[src/rtl/t03_mem_wb_pkg.sv]
// Shared types and constants for the t03 memory/writeback stage.
// Used by t03_mem_writeback (optional timeout enabled by T03_MEM_TIMEOUT_EN).
package t03_mem_wb_pkg;

    localparam int unsigned XLEN     = 32;
    localparam int unsigned REG_AW   = 5;
    localparam int unsigned FUNCT3_W = 3;

    typedef enum logic [1:0] {
        ST_IDLE = 2'd0,
        ST_MEM  = 2'd1,
        ST_WB   = 2'd2
    } state_e;

    localparam logic [FUNCT3_W-1:0] F3_B  = 3'b000;
    localparam logic [FUNCT3_W-1:0] F3_H  = 3'b001;
    localparam logic [FUNCT3_W-1:0] F3_W  = 3'b010;
    localparam logic [FUNCT3_W-1:0] F3_BU = 3'b100;
    localparam logic [FUNCT3_W-1:0] F3_HU = 3'b101;

endpackage

[src/rtl/t03_lsu_align.sv]
// Combinational byte-lane steering for stores, load extraction/extension,
// and funct3 legality/alignment check.
module t03_lsu_align
    import t03_mem_wb_pkg::*;
(
    input  logic [FUNCT3_W-1:0] funct3_i,
    input  logic [1:0]          addr_lo_i,
    input  logic                is_store_i,
    input  logic [XLEN-1:0]     store_data_i,
    input  logic [XLEN-1:0]     rdata_i,
    output logic [3:0]          sel_o,
    output logic [XLEN-1:0]     wdata_o,
    output logic [XLEN-1:0]     load_data_o,
    output logic                misaligned_o
);

    logic [XLEN-1:0] shifted;

    always_comb begin
        shifted      = rdata_i >> {addr_lo_i, 3'b000};
        sel_o        = '1;
        wdata_o      = store_data_i;
        load_data_o  = '0;
        misaligned_o = 1'b1;
        case (funct3_i)
            F3_B: begin
                if (is_store_i) sel_o = 4'b0001 << addr_lo_i;
                wdata_o      = {4{store_data_i[7:0]}};
                load_data_o  = {{24{shifted[7]}}, shifted[7:0]};
                misaligned_o = 1'b0;
            end
            F3_H: begin
                if (is_store_i) sel_o = 4'b0011 << {addr_lo_i[1], 1'b0};
                wdata_o      = {2{store_data_i[15:0]}};
                load_data_o  = {{16{shifted[15]}}, shifted[15:0]};
                misaligned_o = addr_lo_i[0];
            end
            F3_W: begin
                load_data_o  = rdata_i;
                misaligned_o = |addr_lo_i;
            end
            // Unsigned widths exist only for loads; as a store they are illegal.
            F3_BU: begin
                load_data_o  = {24'b0, shifted[7:0]};
                misaligned_o = is_store_i;
            end
            F3_HU: begin
                load_data_o  = {16'b0, shifted[15:0]};
                misaligned_o = is_store_i | addr_lo_i[0];
            end
            default: ;
        endcase
    end

endmodule

[src/rtl/t03_mem_writeback.sv]
// Memory/writeback stage: forwards ALU results, runs one data-memory access
// at a time and drives the register-file write port. T03_MEM_TIMEOUT_EN adds an ack timeout.
module t03_mem_writeback
    import t03_mem_wb_pkg::*;
#(
    parameter int unsigned TIMEOUT_CYCLES = 255,
    parameter int unsigned TO_W           = 8
) (
    input  logic                clk,
    input  logic                nrst,
    input  logic                en,
    input  logic                ex_valid,
    output logic                ex_ready,
    input  logic                ex_is_load,
    input  logic                ex_is_store,
    input  logic [FUNCT3_W-1:0] ex_funct3,
    input  logic [REG_AW-1:0]   ex_rd,
    input  logic [XLEN-1:0]     ex_alu_result,
    input  logic [XLEN-1:0]     ex_store_data,
    output logic [XLEN-1:0]     mem_addr,
    output logic [XLEN-1:0]     mem_wdata,
    output logic [3:0]          mem_sel,
    output logic                mem_read,
    output logic                mem_write,
    input  logic [XLEN-1:0]     mem_rdata,
    input  logic                mem_ack,
    output logic [REG_AW-1:0]   rd_address,
    output logic                register_write_en,
    output logic [XLEN-1:0]     register_write_data,
    output logic                misalign_err,
    output logic                bus_err
);

    state_e                state_q, state_d;
    logic [REG_AW-1:0]     rd_q, rd_d;
    logic [XLEN-1:0]       addr_q, addr_d, data_q, data_d;
    logic [FUNCT3_W-1:0]   funct3_q, funct3_d;
    logic                  is_load_q, is_load_d;
    logic                  ack_pending_q, ack_pending_d;
    logic                  misalign_q, misalign_d;

    logic                  in_idle, req;
    logic [3:0]            al_sel;
    logic [XLEN-1:0]       al_wdata, al_load;
    logic                  al_misaligned;

    assign in_idle = (state_q == ST_IDLE);
    assign req     = (state_q == ST_MEM) && !ack_pending_q;

    // data_q holds store data during a store and the raw read data while an ack
    // is parked by en=0, so one aligner serves both the accept check and the bus.
    t03_lsu_align u_align (
        .funct3_i     (in_idle ? ex_funct3 : funct3_q),
        .addr_lo_i    (in_idle ? ex_alu_result[1:0] : addr_q[1:0]),
        .is_store_i   (in_idle ? ex_is_store : !is_load_q),
        .store_data_i (in_idle ? ex_store_data : data_q),
        .rdata_i      (ack_pending_q ? data_q : mem_rdata),
        .sel_o        (al_sel),
        .wdata_o      (al_wdata),
        .load_data_o  (al_load),
        .misaligned_o (al_misaligned)
    );

    assign ex_ready            = in_idle && en;
    assign mem_read            = req && is_load_q;
    assign mem_write           = req && !is_load_q;
    assign mem_addr            = req ? {addr_q[XLEN-1:2], 2'b00} : '0;
    assign mem_sel             = req ? al_sel : '0;
    assign mem_wdata           = (req && !is_load_q) ? al_wdata : '0;
    assign rd_address          = rd_q;
    assign register_write_en   = (state_q == ST_WB) && (rd_q != '0);
    assign register_write_data = (state_q == ST_WB) ? data_q : '0;
    assign misalign_err        = misalign_q;

`ifdef T03_MEM_TIMEOUT_EN
    logic [TO_W-1:0] cnt_q, cnt_d;
    logic            bus_err_q, bus_err_d;
    assign bus_err = bus_err_q;
`else
    logic [TO_W-1:0] unused_to_limit;
    assign unused_to_limit = TO_W'(TIMEOUT_CYCLES);
    assign bus_err = 1'b0;
`endif

    always_comb begin
        state_d       = state_q;
        rd_d          = rd_q;
        addr_d        = addr_q;
        data_d        = data_q;
        funct3_d      = funct3_q;
        is_load_d     = is_load_q;
        ack_pending_d = ack_pending_q;
        misalign_d    = misalign_q;
`ifdef T03_MEM_TIMEOUT_EN
        cnt_d         = cnt_q;
        bus_err_d     = bus_err_q;
`endif
        if (en) begin
            misalign_d = 1'b0;
`ifdef T03_MEM_TIMEOUT_EN
            bus_err_d  = 1'b0;
`endif
            case (state_q)
                ST_IDLE: if (ex_valid) begin
                    rd_d      = ex_rd;
                    addr_d    = ex_alu_result;
                    funct3_d  = ex_funct3;
                    is_load_d = ex_is_load;
                    if (!(ex_is_load || ex_is_store)) begin
                        data_d  = ex_alu_result;
                        state_d = ST_WB;
                    end else if (al_misaligned) begin
                        misalign_d = 1'b1;
                    end else begin
                        data_d  = ex_store_data;
                        state_d = ST_MEM;
`ifdef T03_MEM_TIMEOUT_EN
                        cnt_d   = '0;
`endif
                    end
                end
                ST_MEM: begin
                    if (ack_pending_q || mem_ack) begin
                        ack_pending_d = 1'b0;
                        if (is_load_q) begin
                            data_d  = al_load;
                            state_d = ST_WB;
                        end else begin
                            state_d = ST_IDLE;
                        end
                    end
`ifdef T03_MEM_TIMEOUT_EN
                    else if (cnt_q == TO_W'(TIMEOUT_CYCLES - 1)) begin
                        state_d   = ST_IDLE;
                        bus_err_d = 1'b1;
                    end else begin
                        cnt_d = cnt_q + 1'b1;
                    end
`endif
                end
                ST_WB:   state_d = ST_IDLE;
                default: state_d = ST_IDLE;
            endcase
        end else if ((state_q == ST_MEM) && mem_ack && !ack_pending_q) begin
            ack_pending_d = 1'b1;
            if (is_load_q) data_d = mem_rdata;
        end
    end

    always_ff @(posedge clk or negedge nrst) begin
        if (!nrst) begin
            state_q       <= ST_IDLE;
            rd_q          <= '0;
            addr_q        <= '0;
            data_q        <= '0;
            funct3_q      <= '0;
            is_load_q     <= 1'b0;
            ack_pending_q <= 1'b0;
            misalign_q    <= 1'b0;
`ifdef T03_MEM_TIMEOUT_EN
            cnt_q         <= '0;
            bus_err_q     <= 1'b0;
`endif
        end else begin
            state_q       <= state_d;
            rd_q          <= rd_d;
            addr_q        <= addr_d;
            data_q        <= data_d;
            funct3_q      <= funct3_d;
            is_load_q     <= is_load_d;
            ack_pending_q <= ack_pending_d;
            misalign_q    <= misalign_d;
`ifdef T03_MEM_TIMEOUT_EN
            cnt_q         <= cnt_d;
            bus_err_q     <= bus_err_d;
`endif
        end
    end

endmodule

[config.mk]
export PLATFORM = sky130hd
export DESIGN_NAME = t03_mem_writeback
export DESIGN_NICKNAME = d
export VERILOG_FILES = /design/src/rtl/t03_mem_wb_pkg.sv /design/src/rtl/t03_lsu_align.sv /design/src/rtl/t03_mem_writeback.sv
export SDC_FILE = /design/constraint.sdc
export NUM_CORES = 1
export LEC_CHECK = 0
export ABC_AREA = 1
export BUFFER_PORTS_ARGS = -buffer_cell sky130_fd_sc_hd__buf_2
export CAP_MARGIN = 20
export CORE_ASPECT_RATIO = 0.75
export CORE_MARGIN = 2
export CORE_UTILIZATION = 40
export CTS_CLUSTER_DIAMETER = 50
export DETAILED_ROUTE_END_ITERATION = 7
export GPL_TIMING_DRIVEN = 1
export HOLD_SLACK_MARGIN = 0.1
export MAX_ROUTING_LAYER = met4
export PLACE_DENSITY_LB_ADDON = 0.2
export SETUP_SLACK_MARGIN = 0.4
export SYNTH_ARGS = -nofsm -noshare
export SYNTH_HDL_FRONTEND = slang
export SYNTH_SLANG_ARGS = --single-unit
[constraint.sdc]
create_clock -name clk -period 1.9 [get_ports clk]
set_input_delay 0.38 -clock clk [delete_from_list [all_inputs] [get_ports clk]]
set_output_delay 0.38 -clock clk [all_outputs]
set_load 0.02 [all_outputs]
==> out/summary.log <==
qor: layout.final-seq-area 0.00193 mm2
qor: route.drc_errors 0
qor: placement.finalWeightedCongestion 1.06
qor: logic_synthesis.synth_flop_cell sky130_fd_sc_hd__dfrtp_1
qor: sta.period_share 137%
qor: layout.filler_cell_count 1218
qor: clock_tree.maximum_count_of_clock_buffers_along_a_single_path 2
qor: logic_synthesis.yosys_register_bits 77
qor: die.dieHeight 116 um
qor: grt.grt.total_usage 34.6%
qor: logic_synthesis.post_synth_inst_count 1177
qor: sta.fmax 0.384 GHz
qor: setup_path.critPathLaunch state_q[0]$_DFFE_PN0P_
qor: route.wirelength 32600 um
qor: sta.timing.final.max_slew_violations 0
qor: power_and_ir_drop.power 23000 uW
qor: die.num_rows 40
qor: clock_tree.insertion_delay 350 ps
qor: setup_path.endpoint_type_of_the_worst_setup_path output port
qor: min_path.worstHoldStart ex_rd[2]
qor: min_path.number_of_cells_traversed_by_the_worst_hold_path 2
qor: die.initial_utilization 41.3%
qor: die.dieArea 0.0178 mm2
qor: run_status.failed_checks negative setup slack
qor: setup_path.criticalPathCategory flip-flop to output port
qor: setup_path.reg2reg_setup_slack -530 ps
qor: sta.grt_setup_unrepaired yes
qor: power_and_ir_drop.ir_worst_vdd 0.884 mV
qor: route.vias 9579
qor: sta.final_period_minus_worst_setup_slack 2600 ps
qor: route.post_drt_wl_per_cell 18.5 um
qor: min_path.worst_hold_path.endpoint rd_address[2]$_DFFE_PN0P_
qor: sta.final_hold_viol_count 0
qor: setup_path.critical_path_required 1520 ps
qor: logic_synthesis.yosys.cell_types.count 34
qor: clock_tree.cts_tree built
qor: logic_synthesis.synth.yosys.warnings 0
qor: layout.multiInputGateArea 0.00515 mm2
qor: grt.grt_start_max_net_pins 39
qor: die.coreArea 0.0162 mm2
qor: die.die_x 153 um
qor: grt.grt_overflow_total 0
qor: setup_path.critical_path_peak_fanout 8
qor: route.route.antenna.remaining_nets 0
qor: sta.setup_tns -55470 ps
qor: route.drt_pre_antenna_iters 6
qor: power_and_ir_drop.power_density 1910 mW/mm2
qor: setup_path.cp_data_arrival_time 2220 ps
qor: logic_synthesis.number_of_flops_mapped_to_enable_cells_by_yosys 0
qor: run_status.status complete, but fails checks
qor: sta.setup_slack -703 ps
qor: layout.layout-area-overhead-vs-synth 79.8%
qor: clock_tree.cts-buffers-inserted 9
qor: power_and_ir_drop.p_leak 0.00613 uW
qor: placement.hpwl 21900 um
qor: die.floorplan.io_pins 222
qor: placement.numPortBuffers 218
qor: clock_tree.clk_root_buffer_cell sky130_fd_sc_hd__clkbuf_16
qor: route.vias_per_cell 5.46
qor: sta.setup_violations 136
qor: clock_tree.cts_htree_levels 3
qor: layout.final_nets 1652
qor: logic_synthesis.synth_seq_area_share 28.8%
qor: flow_run.max_cap_viol_count 0
qor: clock_tree.clkSinkCount 77
qor: logic_synthesis.post_synth.cell_area_avg 5.68 um2
qor: grt.antenna_found_initial 0
qor: sta.worst_hold_slack 260 ps
qor: sta.finClkSkew 8.15 ps
qor: sta.tightestPinTransition 608 ps
qor: setup_path.critical_path.startpoint_type flip-flop
qor: layout.antennaDiodeCount 0
qor: grt.grt_pass1_wl 46300 um
qor: sta.timing.max_slew.rel_slack 59.5%
qor: route.detailedRoute.firstIterationViolations 1149
qor: setup_path.r2r_start state_q[1]$_DFFE_PN0P_
qor: min_path.min_path_type input port to flip-flop
qor: grt.grt_pass1_vias 8524
qor: logic_synthesis.postSynth.asyncResetShare 100%
qor: clock_tree.clk_transition_reported_paths 70 ps
qor: setup_path.number_of_cells_on_the_worst_reg_to_reg_path 16
qor: layout.post_route_cells_drive_above_1_share 45.8%
qor: logic_synthesis.mappedNetlistArea 0.00668 mm2
qor: setup_path.worstReg2RegEnd data_q[8]$_DFFE_PN0P_
## power by group
part / switching, uW / internal [uW] / total, uW
Combinational: 10500 / 7800 / 18300
Clock: 792 / 1030 / 1820
Sequential: 503 / 2410 / 2920
Total: 11700 / 11200 / 23000
## area by class of cell
cell class                      count  area share, %
Multi-Input combinational cell    887           42.9
Timing Repair Buffer              422           31.7
Sequential cell                    77           16.1
Inverter                          144           4.74
Tap cell                          210           2.19
Clock buffer                       10           1.91
Clock inverter                      6          0.583
## through the flow
stage	setup slack [ps]	utilization [%]	cells	instance area (um2)
2_1_floorplan	-94.5	-	1179	7460
4_1_cts	-623	69.0	1739	11200
6_report	-703	74.3	1756	12000
3_5_place_dp	-577	59.9	1686	9680
3_3_place_gp	-564	59.9	1686	9680
5_1_grt	-815	74.3	1756	12000
## worst max path at each step
| stage | to | slack, ps |
|---|---|---|
| finish | mem_wdata[11] | -700 |
| global placement | mem_wdata[28] | -560 |
| global route | mem_wdata[11] | -820 |
| CTS | mem_wdata[31] | -620 |
| floorplan | mem_wdata[20] | -90 |
| detailed placement | mem_wdata[28] | -580 |
## critical path, cell delays in order, from the launching register on
cell                        delay, ps
sky130_fd_sc_hd__dfrtp_2          420
sky130_fd_sc_hd__nor2_4            80
sky130_fd_sc_hd__buf_8            150
sky130_fd_sc_hd__buf_12           130
sky130_fd_sc_hd__clkbuf_16        170
sky130_fd_sc_hd__o21ai_2          240
sky130_fd_sc_hd__inv_2             90
sky130_fd_sc_hd__o21ai_2          210
sky130_fd_sc_hd__o21ai_1          130
sky130_fd_sc_hd__nor2_2           130
sky130_fd_sc_hd__buf_6            130
## cells in the final DEF, fill, tap and decap left out, types with 3 or more instances in the layout
cell and count:
sky130_fd_sc_hd__buf_6 82, sky130_fd_sc_hd__o21ai_0 102, sky130_fd_sc_hd__or2_2 5, sky130_fd_sc_hd__o22ai_1 4
sky130_fd_sc_hd__a21oi_4 14, sky130_fd_sc_hd__buf_4 142, sky130_fd_sc_hd__nand2_1 347, sky130_fd_sc_hd__inv_1 123
sky130_fd_sc_hd__buf_8 5, sky130_fd_sc_hd__buf_16 7, sky130_fd_sc_hd__nand2_4 11, sky130_fd_sc_hd__conb_1 3
sky130_fd_sc_hd__clkbuf_16 18, sky130_fd_sc_hd__mux2_4 4, sky130_fd_sc_hd__nor2_2 37, sky130_fd_sc_hd__mux2_2 3
sky130_fd_sc_hd__a21oi_2 37, sky130_fd_sc_hd__dfrtp_1 74, sky130_fd_sc_hd__inv_2 12, sky130_fd_sc_hd__buf_12 25
sky130_fd_sc_hd__o21ai_4 9, sky130_fd_sc_hd__nand3_1 51, sky130_fd_sc_hd__nor2_4 73, sky130_fd_sc_hd__nand2_2 20
sky130_fd_sc_hd__o21ai_1 15, sky130_fd_sc_hd__inv_6 5, sky130_fd_sc_hd__clkinvlp_4 3, sky130_fd_sc_hd__o211ai_1 4
sky130_fd_sc_hd__a21oi_1 12, sky130_fd_sc_hd__nor2_1 92, sky130_fd_sc_hd__dfrtp_2 3, sky130_fd_sc_hd__o21ai_2 30
sky130_fd_sc_hd__buf_2 149
## state kept, by name, summed over array words and instances (netlist names)
name and flops:
rd_address 5, state_q 2, funct3_q 3, data_q 32, addr_q 32, misalign_err 1
is_load_q 1, ack_pending_q 1
## Yosys cell counts (all sizes together), types with 4 or more instances
library cell | count | area, um2
or2 | 7 | 43.8
o211ai | 4 | 30.0
buf | 41 | 245
nand3 | 54 | 275
o21ai | 156 | 788
a21oi | 63 | 315
inv | 142 | 533
clkbuf | 30 | 113
nand2 | 379 | 1450
mux2 | 7 | 78.8
nor2 | 202 | 786
o22ai | 4 | 25.0
dfrtp | 77 | 1930
## logic make-up after synthesis
family | Yosys count | synth area share, %
buffers and inverters | 215 | 13.4
other | 1 | 0.0561
AOI/OAI and AO/OA | 231 | 17.8
muxes | 7 | 1.18
and+or+nand+nor | 646 | 38.7
DFF | 77 | 28.8
## metal layers
layer / global-route usage (%) / vias to the layer above / part of all wire, %
met2: 52.5 / 637 / 45
li1: - / 4406 / -
met1: 46.8 / 4417 / 41
met5: - / - / 0
met3: 6.25 / 119 / 11
met4: 11.8 / 0 / 3.8
## timing repair
item                       CTS  global route
gates cloned                 9            10
hold endpoints to repair    35             0
setup buffers               27             7
pin swaps                   26            22
setup endpoints to repair  168           175
hold buffers                 1             0
gates resized for setup    234           158
No activity file was read; power rests on OpenSTA's default activity.
